### src/rtl/avl_burst_arbiter.sv
// Two-master Avalon-MM burst arbiter sharing one slave port.
// Round-robin grant taken in IDLE; the owner keeps the slave until its
// latched burst completes (write beats accepted or read returns drained).
//
// Handshake: a master command or write beat is transferred on a rising
// edge where that master drives read/write = 1 and sees waitrequest = 0.
// Read data returns on mN_readdatavalid with no backpressure.
module avl_burst_arbiter #(
  parameter int ADDR_W = 10,
  parameter int DATA_W = 8,
  parameter int BCNT_W = 10
) (
  input  logic              avl_clk,
  input  logic              avl_rst,
  input  logic [ADDR_W-1:0] m0_address,
  input  logic [DATA_W-1:0] m0_writedata,
  input  logic [BCNT_W-1:0] m0_burstcount,
  input  logic              m0_read,
  input  logic              m0_write,
  input  logic              m0_beginbursttransfer,
  output logic              m0_waitrequest,
  output logic [DATA_W-1:0] m0_readdata,
  output logic              m0_readdatavalid,
  input  logic [ADDR_W-1:0] m1_address,
  input  logic [DATA_W-1:0] m1_writedata,
  input  logic [BCNT_W-1:0] m1_burstcount,
  input  logic              m1_read,
  input  logic              m1_write,
  input  logic              m1_beginbursttransfer,
  output logic              m1_waitrequest,
  output logic [DATA_W-1:0] m1_readdata,
  output logic              m1_readdatavalid,
  output logic [ADDR_W-1:0] s_address,
  output logic [DATA_W-1:0] s_writedata,
  output logic [BCNT_W-1:0] s_burstcount,
  output logic              s_read,
  output logic              s_write,
  output logic              s_beginbursttransfer,
  input  logic [DATA_W-1:0] s_readdata,
  input  logic              s_readdatavalid,
  output logic [1:0]        grant,
  output logic              busy,
  output logic [1:0]        fsm_state
);

  typedef enum logic [1:0] {
    IDLE     = 2'd0,
    WR_BURST = 2'd1,
    RD_CMD   = 2'd2,
    RD_DRAIN = 2'd3
  } state_t;

  localparam logic [BCNT_W-1:0] ONE = {{(BCNT_W-1){1'b0}}, 1'b1};

  state_t            state_q, state_d;
  logic [1:0]        grant_q, grant_d;
  logic              last_q, last_d;      // index of the most recent finished owner
  logic [BCNT_W-1:0] len_m1_q, len_m1_d;  // latched burst length minus one
  logic [BCNT_W-1:0] cnt_q, cnt_d;
  logic              begin_q, begin_d;

  logic              owner;
  logic              own_write;
  logic              own_ready;
  logic              req0, req1, sel;
  logic              sel_write, sel_begin;
  logic [BCNT_W-1:0] sel_bcnt, sel_len;

  assign owner     = grant_q[1];
  assign own_write = owner ? m1_write : m0_write;

  // Arbitration: a lone requester wins, a tie goes to the master not served last.
  assign req0      = m0_read | m0_write;
  assign req1      = m1_read | m1_write;
  assign sel       = (req0 & req1) ? ~last_q : req1;
  assign sel_write = sel ? m1_write : m0_write;
  assign sel_begin = sel ? m1_beginbursttransfer : m0_beginbursttransfer;
  assign sel_bcnt  = sel ? m1_burstcount : m0_burstcount;
  assign sel_len   = (sel_begin && sel_bcnt != '0) ? sel_bcnt : ONE;

  // Slave command fields follow the current owner live.
  assign s_address    = owner ? m1_address : m0_address;
  assign s_writedata  = owner ? m1_writedata : m0_writedata;
  assign s_burstcount = owner ? m1_burstcount : m0_burstcount;

  // Read returns: data is an ungated pass-through, valid only to the draining owner.
  assign m0_readdata      = s_readdata;
  assign m1_readdata      = s_readdata;
  assign m0_readdatavalid = (state_q == RD_DRAIN) & s_readdatavalid & grant_q[0];
  assign m1_readdatavalid = (state_q == RD_DRAIN) & s_readdatavalid & grant_q[1];

  assign m0_waitrequest = ~(own_ready & grant_q[0]);
  assign m1_waitrequest = ~(own_ready & grant_q[1]);

  assign grant     = grant_q;
  assign busy      = (state_q != IDLE);
  assign fsm_state = state_q;

  // State, grant, pointer and burst bookkeeping registers.
  always_ff @(posedge avl_clk or posedge avl_rst) begin
    if (avl_rst) begin
      state_q  <= IDLE;
      grant_q  <= 2'b00;
      last_q   <= 1'b1;
      len_m1_q <= '0;
      cnt_q    <= '0;
      begin_q  <= 1'b0;
    end else begin
      state_q  <= state_d;
      grant_q  <= grant_d;
      last_q   <= last_d;
      len_m1_q <= len_m1_d;
      cnt_q    <= cnt_d;
      begin_q  <= begin_d;
    end
  end

  // Next-state and slave strobe decode.
  always_comb begin
    state_d              = state_q;
    grant_d              = grant_q;
    last_d               = last_q;
    len_m1_d             = len_m1_q;
    cnt_d                = cnt_q;
    begin_d              = begin_q;
    own_ready            = 1'b0;
    s_read               = 1'b0;
    s_write              = 1'b0;
    s_beginbursttransfer = 1'b0;
    case (state_q)
      IDLE: begin
        grant_d = 2'b00;
        cnt_d   = '0;
        if (req0 | req1) begin
          grant_d  = sel ? 2'b10 : 2'b01;
          begin_d  = sel_begin;
          len_m1_d = sel_len - ONE;
          state_d  = sel_write ? WR_BURST : RD_CMD;
        end
      end
      WR_BURST: begin
        own_ready = 1'b1;
        if (own_write) begin
          s_write              = 1'b1;
          s_beginbursttransfer = (cnt_q == '0);
          if (cnt_q == len_m1_q) begin
            state_d = IDLE;
            grant_d = 2'b00;
            cnt_d   = '0;
            last_d  = owner;
          end else begin
            cnt_d = cnt_q + ONE;
          end
        end
      end
      RD_CMD: begin
        own_ready            = 1'b1;
        s_read               = 1'b1;
        s_beginbursttransfer = begin_q;
        state_d              = RD_DRAIN;
      end
      RD_DRAIN: begin
        if (s_readdatavalid) begin
          if (cnt_q == len_m1_q) begin
            state_d = IDLE;
            grant_d = 2'b00;
            cnt_d   = '0;
            last_d  = owner;
          end else begin
            cnt_d = cnt_q + ONE;
          end
        end
      end
      default: begin
        state_d = IDLE;
        grant_d = 2'b00;
        cnt_d   = '0;
      end
    endcase
  end

endmodule

### config.mk
export PLATFORM = sky130hd
export DESIGN_NAME = avl_burst_arbiter
export DESIGN_NICKNAME = d
export VERILOG_FILES = /design/src/rtl/avl_burst_arbiter.sv
export SDC_FILE = /design/constraint.sdc
export NUM_CORES = 1
export LEC_CHECK = 0
export ABC_AREA = 1
export ABC_CLOCK_PERIOD_IN_PS = 2050
export CAP_MARGIN = 10
export CORE_MARGIN = 8
export CORE_UTILIZATION = 30
export CTS_CLUSTER_DIAMETER = 120
export DETAILED_ROUTE_END_ITERATION = 10
export PLACE_DENSITY = 0.74
export SLEW_MARGIN = 15
export SYNTH_ARGS = -nofsm -noshare
export SYNTH_HDL_FRONTEND = slang
export SYNTH_SLANG_ARGS = --single-unit
export TNS_END_PERCENT = 20
### constraint.sdc
create_clock -name avl_clk -period 2.05 [get_ports avl_clk]
set_input_delay 0.41 -clock avl_clk [delete_from_list [all_inputs] [get_ports avl_clk]]
set_output_delay 0.41 -clock avl_clk [all_outputs]
set_load 0.01 [all_outputs]
==> results.cfg, run 1 <==
[routing]
vias = 3017
drt-total-wl_mm = 8.91
drt-vias-per-instance = 4.55
drc_errors = 0
dr.pass1.iters = 4
wl_per_cell_um = 13.4
ant_nets = 0
drtIter0Drc = 96

[power_and_ir_drop]
internal_power_w = 0.00253
switchingPower_w = 0.00205
p_comb_share_pct = 72.9
seq_power_share_pct = 17.5
power_w = 0.00458
p_per_area_nw_per_um2 = 1030
ir_drop_v = 0.000425
swShare_pct = 44.8
clkPwrFrac_pct = 9.5
p_leak_nw = 2.27

[final_layout]
final_core_util_pct = 55.4
drive_above_1_share_pct = 29.0
n_fill_cell = 754
multi_input_area_um2 = 1680
n_antenna_cell = 0
seqCellArea_um2 = 652
nNetsFinal = 640
final_common_cell = nand2_1
area_growth_pct = 83.4
layout_common_cells = 117 x nand2_1, 75 x buf_4, 64 x clkdlybuf4s50_1, 46 x inv_1, 33 x dlygate4sd2_1

[clock_tree]
cts_sinks = 26
cts.clk_slew.worst_paths_ns = 0.10
cts_tree = yes
cts-htree-levels = 1
cts-root-buf = clkbuf_8
clk_latency_ns = 0.27
cts_buffers = 3
ctsLongestPathBuffers = 2

[placement]
place.gp.congestion = 0.853
dp_slack_ns = -0.685
hpwlAfterDp_mm = 6.64
portBuffers = 104

[yosys]
ys_seq_area_share_pct = 26.8
synthCells = 390
synth_cell_types = 37
syn-mean-instance-area_um2 = 6.23
synthTopCellsByArea = dfrtp_1 26%, nand2_1 22%, inv_1 7.6%
yosysTopAreaCell = dfrtp_1
synth-seq-cells = 26
yosys.area.top_type_share_pct = 25.7
netlist_area_um2 = 2430
yosys_warnings = 0
syn_nets = 471

[min_path]
hold_path.class = in2async

[worst_setup_path]
crit_type = in2reg
worstPathRequired_ns = 2.26
cp_max_fo = 6
critPathTopFamily = simple AND/OR/NAND/NOR gates
worst-endpoint-arrival_ns = 2.47
cpPeakStageDelay_ns = 0.29
worstPathBufferInverterCount = 4
critPathCaptureType = flip-flop
cp_slowest_cell = or2_4
crit_top_cell = nand2_4
crit_chain = dlygate4sd2_1, or2_4, nand2_8, buf_12, nand2_4, nand2_4, nand2_2, nor2_4, nand3_2, nand2_4, inv_2, nand2_2, ha_4, nand2_4, nor2_4, buf_6, a21oi_2, a21oi_1
critPathLaunchType = input port

[sta]
slew_headroom_pct = 76.8
layout_setup_ws_ns = -0.211
fin_crit_ns = 2.26
hold_viol = 0
setup_tns_ns = -0.835
final_max_slew_viol_count = 0
setup_viol = 7
fmax_ghz = 0.442
worst_hold_slack_ns = 0.491
post-route-period-util_pct = 110
clock_skew_ns = 0.00298
rsz0062_at_grt = yes
tightest_slew_ns = 0.348

[outcome]
failed_checks = negative setup slack
outcome = finished with violations

[floorplan]
chipHeight_um = 106
start_util_pct = 30.2
rows = 33
die_area_um2 = 11200
core_area_um2 = 8050
die_w_um = 106
ioPinCount = 129

[global_routing]
grt_max_degree = 36
grt_pass1_wl_mm = 14.3
antenna_found_initial = 0
grt_usage_pct = 14.9
grt_pass1_vias = 3154
grt-ovfl-total = 0

[run]
timing.max_cap.violations = 0
[sequential cells by signal, summed over array words and instances (netlist names)]
name / cells
begin_q: 1
cnt_q: 10
grant: 2
last_q: 1
len_m1_q: 10
fsm_state: 2
[tightest hold or removal path: stages]
cell and delay (ns):
clkdlybuf4s50_1 0.40, inv_1 0.05, buf_4 0.32
[Yosys cell counts, drive strengths merged]
library cell / number
nor4: 1
clkbuf: 8
o22ai: 2
nand4: 4
or2: 3
xor2: 2
dfrtp: 25
a31oi: 1
a21boi: 2
nand3: 23
o31ai: 1
a21oi: 8
buf: 18
inv: 53
nor3: 10
nor3b: 3
dfstp: 1
ha: 8
mux2i: 1
nand2: 145
xnor2: 4
nand3b: 7
o21ai: 30
nor2: 30
[path summary, 6_finish.rpt]
kind	from	end	slack [ns]	depth (start not counted)
worst max-delay path	m1_read	len_m1_q[6]	-0.21	18
worst min-delay path	avl_rst	grant[0]	0.49	3
worst max register to register	last_q	len_m1_q[6]	-0.20	14
worst min register to register	len_m1_q[9]	len_m1_q[9]	0.51	2
max in group asynchronous	avl_rst	last_q	1.25	3
min in group avl_clk	len_m1_q[9]	len_m1_q[9]	0.51	2
[layout make-up]
cell class	instances	area share [%]
sequential	26	14.6
multi-input combinational	285	37.6
clock buffer	3	0.926
timing repair buffer	190	38.7
tap	105	2.95
clock inverter	1	0.674
inverter	53	4.57
[cells by family (layout without fill, tap and decap cells)]
family	Yosys count	in the layout	synth area share [%]
xor+xnor	6	6	2.16
mux	1	1	0.412
compound gates	44	44	10.4
flops	26	26	26.8
buf+inv	79	247	15.0
fa+ha+maj	8	8	4.12
simple gates	226	226	41.0
[power by group through the flow]
stage / Combinational (W) / Sequential (W) / Clock [W]
final: 0.00334 / 0.000803 / 0.000438
after floorplan: 0.00152 / 0.000811 / 0
after detailed placement: 0.00307 / 0.000815 / 0
after global placement: 0.00301 / 0.000804 / 0
after CTS: 0.00320 / 0.000803 / 0.000435
after global routing: 0.00366 / 0.000827 / 0.000458
[routing by layer]
layer | vias to the layer above | share of wire (%) | track usage [%]
met5 | - | 0 | 0
met4 | 0 | 2.8 | 5.53
met3 | 22 | 4.5 | 2.30
met2 | 92 | 51 | 26.8
met1 | 1361 | 42 | 17.3
li1 | 1542 | - | -
[what timing repair did]
item                       in CTS  in global routing
gates cloned                    1                  0
hold buffers                    0                  0
setup endpoints to repair      47                 22
gates resized for setup        92                 45
buffers inserted               34                  5
pin swaps                      29                 24
[per-stage QoR]
| stage | instance area [µm²] | std cells |
|---|---|---|
| floorplan | 2430 | 390 |
| global placement | 3880 | 625 |
| detailed placement | 3880 | 625 |
| CTS | 4310 | 664 |
| global route | 4460 | 663 |
| finish | 4460 | 663 |
(Power assumes the default switching activity.)
==> run 2, diff against run 1 <==
--- a/config.mk
+++ b/config.mk
@@ -8,6 +8,7 @@
 export ABC_AREA = 1
 export ABC_CLOCK_PERIOD_IN_PS = 2050
 export CAP_MARGIN = 10
+export CORE_ASPECT_RATIO = 1.1
 export CORE_MARGIN = 8
 export CORE_UTILIZATION = 30
 export CTS_CLUSTER_DIAMETER = 120
==> results.cfg, run 2 (synthesis results as in run 1) <==
[floorplan]
rows = 34
die_area_um2 = 11200
core_area_um2 = 7870
ioPinCount = 129
start_util_pct = 30.9
die_w_um = 102
chipHeight_um = 110

[sta]
tightest_slew_ns = 0.338
slew_headroom_pct = 77.5
worst_hold_slack_ns = 0.492
hold_viol = 0
clock_skew_ns = 0.00333
fmax_ghz = 0.450
setup_viol = 6
fin_crit_ns = 2.22
post-route-period-util_pct = 108
final_max_slew_viol_count = 0
rsz0062_at_grt = yes
layout_setup_ws_ns = -0.174

[final_layout]
final_common_cell = nand2_1
n_antenna_cell = 0
layout_common_cells = 123 x nand2_1, 64 x clkdlybuf4s50_1, 64 x buf_4, 49 x inv_1, 33 x dlygate4sd2_1
nNetsFinal = 637
final_core_util_pct = 55.4
top_regs = cnt_q: 10 flops, len_m1_q: 10 flops
n_fill_cell = 710
drive_above_1_share_pct = 27.4
area_growth_pct = 79.5

[outcome]
failed_checks = negative setup slack
outcome = finished with violations

[worst_setup_path]
cpPeakStageDelay_ns = 0.57
critPathLaunchType = flip-flop
cp_slowest_cell = dfstp_2
cp_max_fo = 7
critPathCaptureType = flip-flop
worst-endpoint-arrival_ns = 2.40
crit_chain = o21ai_4, buf_6, nand2_8, nand2_2, nand2_2, nand2_2, nor2_2, nand3_2, nand2_4, inv_2, nand2_2, ha_4, nand2_4, nor2_4, nand4_1, nand3_1, nand2_1
worstPathRequired_ns = 2.23
crit_type = reg2reg
crit_top_cell = nand2_2

[power_and_ir_drop]
p_per_area_nw_per_um2 = 1010
p_leak_nw = 2.20
ir_drop_v = 0.000709

[min_path]
hold_path.class = in2async

[global_routing]
antenna_found_initial = 0
use_met2_pct = 26.6
grt_max_degree = 27
grt-ovfl-total = 0
grt_pass1_vias = 3084
grt_usage_pct = 15.0
use_met1_pct = 17.2
use_met3_pct = 2.83
grt_pass1_wl_mm = 14.3
grt-busiest-layer = met2

[clock_tree]
ctsLongestPathBuffers = 2
cts_tree = yes
hold_buffers = 0
cts_sinks = 26
cts.clk_slew.worst_paths_ns = 0.09
clk_latency_ns = 0.27
cts-htree-levels = 1
cts_buffers = 3
cts-root-buf = clkbuf_8

[routing]
drt-total-wl_mm = 8.70
drtIter0Drc = 116
ant_nets = 0
wl_per_cell_um = 13.1
vias = 3010
dr.pass1.iters = 4
drt-vias-per-instance = 4.54
drc_errors = 0

[placement]
place.gp.congestion = 0.852
portBuffers = 104
hpwlAfterDp_mm = 6.55

[run]
timing.max_cap.violations = 0
run 2: changes by cell type in the layout (fill, tap and decap cells not counted), moves of 3 or more:
cell | previous run | this run
nand2_4 | 16 | 2
inv_1 | 46 | 49
buf_6 | 5 | 13
nand2_2 | 11 | 19
nand2_1 | 117 | 123
buf_4 | 75 | 64
nor2_2 | 5 | 8
run 2: critical path, delay by kind of cell, from the launching register on:
kind | cells | cell delay, ns
AOI/OAI and AO/OA | 1 | 0.10
adders and majority gates | 1 | 0.14
DFF | 1 | 0.57
buffers and inverters | 2 | 0.19
and+or+nand+nor | 13 | 1.12
run 2: worst paths after layout:
check                            start            to  slack [ns]  depth (start not counted)
setup / recovery                last_q   len_m1_q[8]       -0.17                         17
hold / removal                 avl_rst  fsm_state[1]        0.49                          3
setup reg to reg                last_q   len_m1_q[8]       -0.17                         17
hold reg to reg            len_m1_q[5]   len_m1_q[5]        0.51                          2
max in group asynchronous      avl_rst        last_q        1.26                          3
min in group avl_clk       len_m1_q[5]   len_m1_q[5]        0.51                          2
run 2: area by class of cell:
type                            count  area, µm²  share of cell area (%)
Clock buffer                        4       55.1                    1.26
Inverter                           53        199                    4.56
Tap cell                          108        135                    3.10
Sequential cell                    26        652                    14.9
Multi-Input combinational cell    286       1610                    37.0
Timing Repair Buffer              186       1710                    39.2
run 2: power breakdown:
group	switching, W	internal (W)
sequential	0.000126	0.000683
clock	0.000167	0.000172
combinational	0.00169	0.00156
run 2: what timing repair did:
| action | CTS | global route |
|---|---|---|
| pin swaps | 19 | 34 |
| resized for setup | 64 | 55 |
| cloned | 3 | 0 |
| setup buffers | 15 | 13 |
| setup endpoints to repair | 45 | 16 |
run 2: routing by layer:
layer / vias to the layer above / wire (µm)
met5: - / 0
met4: 0 / 220
met3: 26 / 378
met2: 78 / 4600
met1: 1367 / 3500
li1: 1539 / -
run 2: through the flow:
| stage | cell area [µm²] | setup WS (ns) | TNS [ns] | instances | total power, W |
|---|---|---|---|---|---|
| 2_1_floorplan | 2430 | -0.174 | -0.377 | 390 | 0.00233 |
| 3_3_place_gp | 3910 | -0.548 | -5.45 | 632 | 0.00385 |
| 6_report | 4360 | -0.174 | -0.599 | 663 | 0.00440 |
| 3_5_place_dp | 3910 | -0.650 | -6.48 | 632 | 0.00390 |
| 4_1_cts | 4170 | -0.187 | -0.584 | 654 | 0.00425 |
| 5_1_grt | 4360 | -0.297 | -1.79 | 663 | 0.00480 |
